--- src/rtl/mem_access_pkg.sv ---
// Shared definitions for the MEM-stage access unit: size codes, FSM states and
// small size helpers used by both the control path and the byte-lane datapath.
package mem_access_pkg;

  localparam logic [1:0] SZ_B   = 2'b00;
  localparam logic [1:0] SZ_H   = 2'b01;
  localparam logic [1:0] SZ_W   = 2'b10;
  localparam logic [1:0] SZ_INV = 2'b11;

  typedef enum logic [2:0] {
    IDLE,
    RD,
    WR,
    RMW_RD,
    RMW_WR,
    DONE
  } mem_state_e;

  // Number of bytes touched by an access of the given size.
  function automatic logic [2:0] size_bytes(input logic [1:0] size);
    case (size)
      SZ_B:    size_bytes = 3'd1;
      SZ_H:    size_bytes = 3'd2;
      default: size_bytes = 3'd4;
    endcase
  endfunction

  // Address low bits that must be zero for a naturally aligned access.
  function automatic logic [1:0] align_mask(input logic [1:0] size);
    case (size)
      SZ_B:    align_mask = 2'b00;
      SZ_H:    align_mask = 2'b01;
      default: align_mask = 2'b11;
    endcase
  endfunction

endpackage

--- src/rtl/mem_access_if.sv ---
// Pipeline-side request/response port of the MEM-stage access unit.
// Handshake: a request transfers on the rising edge where req_valid && req_ready;
// resp_valid is a single-cycle pulse carrying resp_rdata/resp_err and needs no ready.
interface mem_access_if;
  import mem_access_pkg::*;

  logic        req_valid;
  logic        req_ready;
  logic        req_write;
  logic [1:0]  req_size;
  logic        req_signed;
  logic [31:0] req_addr;
  logic [31:0] req_wdata;
  logic        resp_valid;
  logic [31:0] resp_rdata;
  logic        resp_err;

  modport master (
    output req_valid, req_write, req_size, req_signed, req_addr, req_wdata,
    input  req_ready, resp_valid, resp_rdata, resp_err
  );

  modport slave (
    input  req_valid, req_write, req_size, req_signed, req_addr, req_wdata,
    output req_ready, resp_valid, resp_rdata, resp_err
  );

endinterface

--- src/rtl/byte_lane_unit.sv ---
// Combinational big-endian lane logic: extracts and extends load data from a
// memory word, and merges right-aligned store data into the addressed lane.
module byte_lane_unit
  import mem_access_pkg::*;
(
  input  logic [31:0] word,
  input  logic [1:0]  offset,
  input  logic [1:0]  size,
  input  logic        is_signed,
  input  logic [31:0] store_data,
  output logic [31:0] load_data,
  output logic [31:0] merged_word
);

  logic [7:0]  lane_b;
  logic [15:0] lane_h;

  // Byte 0 lives in the most significant lane.
  always_comb begin
    lane_b = word[7:0];
    case (offset)
      2'd0:    lane_b = word[31:24];
      2'd1:    lane_b = word[23:16];
      2'd2:    lane_b = word[15:8];
      default: lane_b = word[7:0];
    endcase
    lane_h = offset[1] ? word[15:0] : word[31:16];
  end

  always_comb begin
    load_data = word;
    case (size)
      SZ_B:    load_data = {{24{is_signed & lane_b[7]}}, lane_b};
      SZ_H:    load_data = {{16{is_signed & lane_h[15]}}, lane_h};
      default: load_data = word;
    endcase
  end

  always_comb begin
    merged_word = store_data;
    case (size)
      SZ_B: begin
        merged_word = word;
        case (offset)
          2'd0:    merged_word[31:24] = store_data[7:0];
          2'd1:    merged_word[23:16] = store_data[7:0];
          2'd2:    merged_word[15:8]  = store_data[7:0];
          default: merged_word[7:0]   = store_data[7:0];
        endcase
      end
      SZ_H: begin
        merged_word = offset[1] ? {word[31:16], store_data[15:0]}
                                : {store_data[15:0], word[15:0]};
      end
      default: merged_word = store_data;
    endcase
  end

endmodule

--- src/rtl/mem_access_unit.sv ---
// MEM-stage initiator for a word-write, big-endian data memory; sub-word stores
// are read-modify-write. Optional macro ALIGN_CHECK_EN rejects misaligned accesses.
module mem_access_unit
  import mem_access_pkg::*;
#(
  parameter int unsigned MEM_BYTES = 1024
) (
  input  logic        clk,
  input  logic        rst_n,
  mem_access_if.slave req_if,
  output logic        memread,
  output logic        memwrite,
  output logic [31:0] address,
  output logic [31:0] write_data,
  input  logic [31:0] read_data,
  output mem_state_e  state_dbg
);

  mem_state_e  state, next_state;

  logic [1:0]  size_q;
  logic        signed_q;
  logic [1:0]  offset_q;
  logic [31:0] wdata_q;
  logic        err_q;
  logic [31:0] rdata_q;

  logic        accept;
  logic [1:0]  mask;
  logic [31:0] eff_addr;
  logic [32:0] end_addr;
  logic        out_of_range;
  logic        req_err;
  logic [31:0] load_data;
  logic [31:0] merged_word;

  assign accept = req_if.req_valid && (state == IDLE);

  // Request decode: effective address, range and error classification.
  always_comb begin
    mask = align_mask(req_if.req_size);
`ifdef ALIGN_CHECK_EN
    eff_addr = req_if.req_addr;
`else
    eff_addr = {req_if.req_addr[31:2], req_if.req_addr[1:0] & ~mask};
`endif
    end_addr     = {1'b0, eff_addr} + 33'(size_bytes(req_if.req_size));
    out_of_range = end_addr > 33'(MEM_BYTES);
    req_err      = (req_if.req_size == SZ_INV) || out_of_range;
`ifdef ALIGN_CHECK_EN
    if ((req_if.req_addr[1:0] & mask) != 2'b00) req_err = 1'b1;
`endif
  end

  byte_lane_unit u_lanes (
    .word        (read_data),
    .offset      (offset_q),
    .size        (size_q),
    .is_signed   (signed_q),
    .store_data  (wdata_q),
    .load_data   (load_data),
    .merged_word (merged_word)
  );

  always_comb begin
    next_state = state;
    case (state)
      IDLE: begin
        if (accept) begin
          if (req_err)                    next_state = DONE;
          else if (!req_if.req_write)     next_state = RD;
          else if (req_if.req_size == SZ_W) next_state = WR;
          else                            next_state = RMW_RD;
        end
      end
      RD:      next_state = DONE;
      WR:      next_state = DONE;
      RMW_RD:  next_state = RMW_WR;
      RMW_WR:  next_state = DONE;
      DONE:    next_state = IDLE;
      default: next_state = IDLE;
    endcase
  end

  // Memory enables are registered from the next state so they are stable
  // for the whole cycle the memory sees them.
  always_ff @(posedge clk) begin
    if (!rst_n) begin
      state      <= IDLE;
      memread    <= 1'b0;
      memwrite   <= 1'b0;
      address    <= 32'd0;
      write_data <= 32'd0;
      size_q     <= SZ_B;
      signed_q   <= 1'b0;
      offset_q   <= 2'd0;
      wdata_q    <= 32'd0;
      err_q      <= 1'b0;
      rdata_q    <= 32'd0;
    end else begin
      state    <= next_state;
      memread  <= (next_state == RD)  || (next_state == RMW_RD);
      memwrite <= (next_state == WR)  || (next_state == RMW_WR);
      if (accept) begin
        size_q   <= req_if.req_size;
        signed_q <= req_if.req_signed;
        offset_q <= eff_addr[1:0];
        wdata_q  <= req_if.req_wdata;
        err_q    <= req_err;
        rdata_q  <= 32'd0;
        if (!req_err) address <= {eff_addr[31:2], 2'b00};
        if (next_state == WR) write_data <= req_if.req_wdata;
      end
      if (state == RD)     rdata_q    <= load_data;
      if (state == RMW_RD) write_data <= merged_word;
    end
  end

  assign req_if.req_ready  = (state == IDLE);
  assign req_if.resp_valid = (state == DONE);
  assign req_if.resp_rdata = (state == DONE) ? rdata_q : 32'd0;
  assign req_if.resp_err   = (state == DONE) && err_q;
  assign state_dbg         = state;

endmodule

--- src/flat_wrapper.sv ---
// flat-port wrapper written by rule: the top's interface ports become plain ports
module mem_access_unit_flat import mem_access_pkg::*;
#(
  parameter int unsigned MEM_BYTES = 1024
)
  (clk, rst_n, memread, memwrite, address, write_data, read_data, state_dbg, req_if_req_valid, req_if_req_write, req_if_req_size, req_if_req_signed, req_if_req_addr, req_if_req_wdata, req_if_req_ready, req_if_resp_valid, req_if_resp_rdata, req_if_resp_err);
  mem_access_if req_if_i ();
  input  logic clk;
  input  logic rst_n;
  output logic memread;
  output logic memwrite;
  output logic [31:0] address;
  output logic [31:0] write_data;
  input  logic [31:0] read_data;
  output mem_state_e state_dbg;
  input wire logic [$bits(req_if_i.req_valid)-1:0] req_if_req_valid;
  input wire logic [$bits(req_if_i.req_write)-1:0] req_if_req_write;
  input wire logic [$bits(req_if_i.req_size)-1:0] req_if_req_size;
  input wire logic [$bits(req_if_i.req_signed)-1:0] req_if_req_signed;
  input wire logic [$bits(req_if_i.req_addr)-1:0] req_if_req_addr;
  input wire logic [$bits(req_if_i.req_wdata)-1:0] req_if_req_wdata;
  output wire logic [$bits(req_if_i.req_ready)-1:0] req_if_req_ready;
  output wire logic [$bits(req_if_i.resp_valid)-1:0] req_if_resp_valid;
  output wire logic [$bits(req_if_i.resp_rdata)-1:0] req_if_resp_rdata;
  output wire logic [$bits(req_if_i.resp_err)-1:0] req_if_resp_err;
  assign req_if_i.req_valid = req_if_req_valid;
  assign req_if_i.req_write = req_if_req_write;
  assign req_if_i.req_size = req_if_req_size;
  assign req_if_i.req_signed = req_if_req_signed;
  assign req_if_i.req_addr = req_if_req_addr;
  assign req_if_i.req_wdata = req_if_req_wdata;
  assign req_if_req_ready = req_if_i.req_ready;
  assign req_if_resp_valid = req_if_i.resp_valid;
  assign req_if_resp_rdata = req_if_i.resp_rdata;
  assign req_if_resp_err = req_if_i.resp_err;
  mem_access_unit #(.MEM_BYTES(MEM_BYTES)) u_core (.clk(clk), .rst_n(rst_n), .req_if(req_if_i), .memread(memread), .memwrite(memwrite), .address(address), .write_data(write_data), .read_data(read_data), .state_dbg(state_dbg));
endmodule
--- config.mk ---
export PLATFORM = sky130hd
export DESIGN_NAME = mem_access_unit_flat
export DESIGN_NICKNAME = d
export VERILOG_FILES = /design/src/rtl/mem_access_pkg.sv /design/src/rtl/mem_access_if.sv /design/src/rtl/byte_lane_unit.sv /design/src/rtl/mem_access_unit.sv /design/src/flat_wrapper.sv
export SDC_FILE = /design/constraint.sdc
export NUM_CORES = 1
export LEC_CHECK = 0
export CAP_MARGIN = 20
export CORE_ASPECT_RATIO = 0.8
export CORE_MARGIN = 2
export CORE_UTILIZATION = 45
export CTS_BUF_LIST = sky130_fd_sc_hd__clkbuf_16
export DETAILED_ROUTE_END_ITERATION = 8
export GPL_ROUTABILITY_DRIVEN = 0
export PLACE_DENSITY_LB_ADDON = 0.15
export SLEW_MARGIN = 15
export SYNTH_ARGS = -nofsm -noshare
export SYNTH_HDL_FRONTEND = slang
export SYNTH_HIERARCHICAL = 1
export SYNTH_SLANG_ARGS = --single-unit
export TNS_END_PERCENT = 20
--- constraint.sdc ---
create_clock -name clk -period 3.65 [get_ports clk]
set_clock_uncertainty 0.15 [all_clocks]
set_input_delay 0.73 -clock clk [delete_from_list [all_inputs] [get_ports clk]]
set_output_delay 0.73 -clock clk [all_outputs]
set_load 0.02 [all_outputs]
== Word-level counts from Yosys, hierarchy flattened ==
Index checks and enable logic that the tools add are counted.
Widths: inputs -> output; s select.
Operators by class
  $add $sub $neg: 1
  magnitude comparators: 1
  equal/unequal tests: 15
  multiplexer cells: 22
  bitwise logic cells: 5
  reduce and logical (&&, ||, !) cells: 16
Operator list (number)
  $mux 32: 7
  $pmux 32 s2: 2
  $add 32x3->33: 1
  $gt 33x11->1 const B: 1
  $mux 8: 4
  $pmux 8 s3: 1
  $mux 16: 1
  $eq 3x2->1 const B: 4
  $eq 3x3->1 const B: 3
  $mux 3: 3
  $pmux 3 s3: 1
  $eq 2x1->1 const B: 3
  $eq 2x2->1 const B: 3
  $eq 3x1->1 const B: 2
  $logic_not 2->1: 3
  $pmux 3 s2: 1
  $reduce_bool 2->1: 3
  $reduce_or 3->1: 2
  $pmux 2 s2: 1
  $reduce_and 2->1: 2
  $logic_not 3->1: 1
  $logic_or 1x1->1: 3
  $and 1x1->1: 2
  $and 2x2->2: 1
  4 further kinds: 5
Storage, ports and cells
  register bits after elaboration: 137
  input bits: 103
  output and inout bits: 104
  word-level logic and storage cells: 71

== Logic depth before layout (Yosys ltp) ==
  depth in word-level cells: 14
  gate-level depth with buffers: 13
  gate-level depth less buffers: 11

== Cells and area by module ==
The synthesis kept the hierarchy.
By module, submodules not included
  mem_access_unit: instances 1, cells an instance 807, area an instance 6530.0 um^2
  byte_lane_unit: instances 1, cells an instance 242, area an instance 1721.7 um^2

== Worst setup path after synthesis ==
Ideal clock, no wire load.
  kind: input-to-reg
  start: input req_if_req_size[1]
  end: register u_core.write_data[10]
  library setup time: 0.058 ns
  data arrival time: 3.574 ns
  slack: -0.132 ns
  cell stages on the path: 12
  path buffers: 1
  cells stage by stage: nor2_1 -> and2_1 -> ha_1 -> maj3_2 -> a21o_1 -> or4_1 -> a211oi_2 -> a21oi_1 -> or4_4 -> nor4_4 -> buf_6 -> a221o_2
On the way
  word-level cells in the longest chain between the ends: 13
  elaborated cells on any way between the ends: 19
  those cells by class: 1 x add/sub; 1 x order compare; 4 x eq/ne; 7 x mux; 2 x bitwise; 4 x reduce/logical
Ends and longest elaborated chain
  start, declared: RTL line flat_wrapper.sv:18  | input wire logic [$bits(req_if_i.req_size)-1:0] req_if_req_size;
  $eq 2x1->1 or $logic_not 2->1 (tied branches): RTL line mem_access_pkg.sv:30  | case (size)
  $pmux 2 s2 *: RTL line mem_access_pkg.sv:30
  $not 2->2 *: RTL line mem_access_unit.sv:45  | eff_addr = {req_if.req_addr[31:2], req_if.req_addr[1:0] & ~mask};
  $and 2x2->2 *: RTL line mem_access_unit.sv:45
  named net u_core.eff_addr[0]: RTL line mem_access_unit.sv:30  | logic [31:0] eff_addr;
  $add 32x3->33 *: RTL line mem_access_unit.sv:47  | end_addr = {1'b0, eff_addr} + 33'(size_bytes(req_if.req_size));
  $gt 33x11->1 *: RTL line mem_access_unit.sv:48  | out_of_range = end_addr > 33'(MEM_BYTES);
  $logic_or 1x1->1 *: RTL line mem_access_unit.sv:49  | req_err = (req_if.req_size == SZ_INV) || out_of_range;
  $mux 3 *: RTL line mem_access_unit.sv:70  | if (req_err) next_state = DONE;
  $mux 3 *: RTL line mem_access_unit.sv:69  | if (accept) begin
  $pmux 3 s3 *: RTL line mem_access_unit.sv:67  | case (state)
  $eq 3x2->1 *: RTL line mem_access_unit.sv:112  | if (next_state == WR) write_data <= req_if.req_wdata;
  $reduce_bool 2->1 (no source line) *
  $reduce_and 2->1 (no source line) *
  end signal, assigned: RTL line mem_access_unit.sv:112
  end signal, assigned: RTL line mem_access_unit.sv:115  | if (state == RMW_RD) write_data <= merged_word;
  end, declared: RTL line mem_access_unit.sv:14  | output logic [31:0] write_data,
The timed path passes the listed nets; every way through them passes the cells marked *.
A chain may end at the register's enable or synchronous reset.

== Worst setup path after layout ==
  start: input req_if_req_size[1]
  end: register u_core.write_data[11]
Same word-level chain as after synthesis.

==> results.toml <==
[min_path]
hold_path_class = "flip-flop to flip-flop"

[drt]
wl_per_cell_um = 18.4
route.vias.total = 8812
drt_wl_total_mm = 27.7
drt_iter0_drc = 915
via_per_inst = 5.88
dr.pass1.iters = 7
drc_errors = 0
ant_nets = 0

[finish]
syn2layout_area_growth_pct = 38.7
mostFrequentLayoutCells = "clkdlybuf4s50_1 (199), nand2_1 (157), dfxtp_1 (135)"
final_common_cell = "clkdlybuf4s50_1"
fillCellCount = 1588
drive_gt1_frac = 0.147
fin_nets = 1362

[outcome]
status = "finished, final reports clean"

[place]
dp_slack_ns = -0.736
io_buffers = 204
dp_hpwl_mm = 19.5

[yosys]
synth_simple_gate_area_share = 0.244
synth_cells = 1049
synth.avg_cell_area_um2 = 7.87
synth-edff-count = 0
synth_cell_type_count = 74
synth.top_cell.area_share = 0.332
synth_area_leader_cell = "dfxtp_1"
ys_seq_elements = 137
synthFlopType = "dfxtp_1"
async_flop_share = 0
yosysWarnings = 6
synth_fa_ha_area_frac = 0.00591
netlist_top_cells_area = "dfxtp_1 (33%), nand2_1 (7.2%), a21oi_1 (6.7%)"
synth_xor_area_frac = 0.0127
ys_seq_area_frac = 0.332
synth_compound_area_frac = 0.270
syn_area_um2 = 8250
synth_top_family_by_area = "compound AO/OA/AOI/OAI gates"
synth.area.mux_share = 0.0735

[sta]
finalHoldViolations = 0
max_freq_ghz = 0.286
layout_setup_ws_ns = 0.152
tightestPinTransition_ns = 1.11
fin_crit_sh = 0.958
setup_viol = 0
finalMaxSlewViolations = 0
grt_setup_unrepaired = "no"
maxSlewHeadroom = 0.258
fin_tns_setup_ns = 0
min_period_ns = 3.50

[clock_tree]
clk_pin_slew_ns = 0.06
cts-root-buf = "clkbuf_16"
cts_tree = "yes"
clock_path_buffers = 2
cts_sinks = 137
cts-hold-fix-buffers = 0
clk_latency_ns = 0.42
cts_max_level = 4
cts_buffers = 17

[grt]
grt_max_degree = 70
grt_pass1_vias = 8073
grt_pass1_wl_mm = 43.4
antenna_found_initial = 1
track_usage = 0.279
overflow = 0

[pwr]
power_density_nw_per_um2 = 372
peakVddDrop_v = 0.000319
p_leak_nw = 4.16

[worst_setup_path]
crit_type = "input port to flip-flop"
cp_max_fo = 32
crit_required_ns = 3.87
critPathArrivalTime_ns = 3.72
endpoint_kind = "flip-flop"
start_kind = "input port"

[flow_run]
drv_cap = 0

[die]
die_h_um = 125
die_area_um2 = 19400
rows = 44
start_util = 0.457
io_pins = 207
coreArea_um2 = 18100
die_x_um = 155
timing repair:
action                                  in CTS  in global routing
setup buffers                                3                  0
cloned                                       1                  0
endpoints found under the setup margin      66                 42
resized for setup                           26                  1
pin swaps                                   11                  3
final cells by class:
type | count | area (um2) | area share
inverters | 14 | 52.6 | 0.00459
flip-flops and latches | 137 | 2750 | 0.240
clock buffers | 17 | 425 | 0.0372
diodes | 1 | 2.50 | 0.000219
clock inverters | 14 | 174 | 0.0152
well taps | 230 | 288 | 0.0252
repair buffers | 278 | 2650 | 0.231
multi-input cells | 808 | 5110 | 0.446
sequential cells by signal (all words and copies together), names as in the netlist:
name / cells
u_core/rdata_q: 32
u_core/wdata_q: 32
u_core/write_data: 32
u_core/address: 30
u_core/state_dbg: 3
u_core/offset_q: 2
u_core/size_q: 2
u_core/err_q: 1
u_core/memread: 1
u_core/memwrite: 1
u_core/signed_q: 1
cell usage after synthesis, drive strengths merged, types with 3 or more instances:
cell type    n
nor3         7
o211ai       4
a221o       40
buf         27
mux2i       46
xor2         6
or3          3
a211oi       5
mux2        11
nand4        9
a22oi        9
inv         14
and3         6
and2        60
ha           3
dfxtp      137
xnor2        6
a32oi        7
and3b        3
nand3       51
o21ai       66
a21oi      111
o21a        42
nor4        10
nor4b        9
a22o         8
or2          6
clkbuf      63
o31ai        3
a31oi        4
o22ai        3
nor2        50
nand2      159
or4          3
o221ai      17
nor2b       19
a21o         3
path summary, 6_finish.rpt:
path,start,end,slack (ns),cells after the start
setup / recovery,req_if_req_size[1],u_core/write_data[11],0.15,14
setup reg to reg,u_core/offset_q[0],u_core/write_data[19],0.87,7
hold reg to reg,u_core/wdata_q[20],u_core/wdata_q[20],0.30,2
hold / removal,u_core/wdata_q[20],u_core/wdata_q[20],0.30,2
cell families (layout without fill, tap and decap cells):
kind of cell,after synthesis,after routing
simple gates,403,403
compound gates,329,329
flops,137,137
buf+inv,105,323
mux,58,58
xor+xnor,12,12
fa+ha+maj,4,4
other cells,1,3
power by group:
part | switching [W] | total (W) | internal, W | leakage (nW)
combinational | 0.000504 | 0.000869 | 0.000366 | 2.76
clock | 0.000691 | 0.00177 | 0.00107 | 0.288
sequential | 0.0000633 | 0.00162 | 0.00156 | 1.11
stage by stage:
step	total power [W]	cell area (um2)	util	cells	hold slack [ns]
after floorplan	0.00213	8270	-	1050	0.282
after global placement	0.00249	10800	0.596	1463	0.290
after detailed placement	0.00249	10800	0.596	1463	0.293
after CTS	0.00425	11400	0.633	1498	0.307
after global routing	0.00441	11400	0.634	1499	0.325
final	0.00425	11400	0.634	1499	0.303
metal layers:
layer	vias to the layer above	wire, um	track usage	part of all wire
li1	4212	-	-	-
met1	4174	13000	0.407	0.47
met2	391	11900	0.420	0.43
met3	35	2290	0.0582	0.083
met4	0	400	0.0680	0.014
met5	-	0	0	0
worst max-delay path: stages:
cell,delay [ns]
buf_4,0.10
nor2_4,0.04
and2_4,0.14
ha_4,0.16
buf_4,0.12
ha_2,0.16
o31a_1,0.26
and2_0,0.28
a311oi_1,0.27
a31oi_1,0.13
or4_4,0.59
nor4_4,0.32
buf_12,0.24
a221o_2,0.17
No activity file was read; power rests on OpenSTA's default activity.
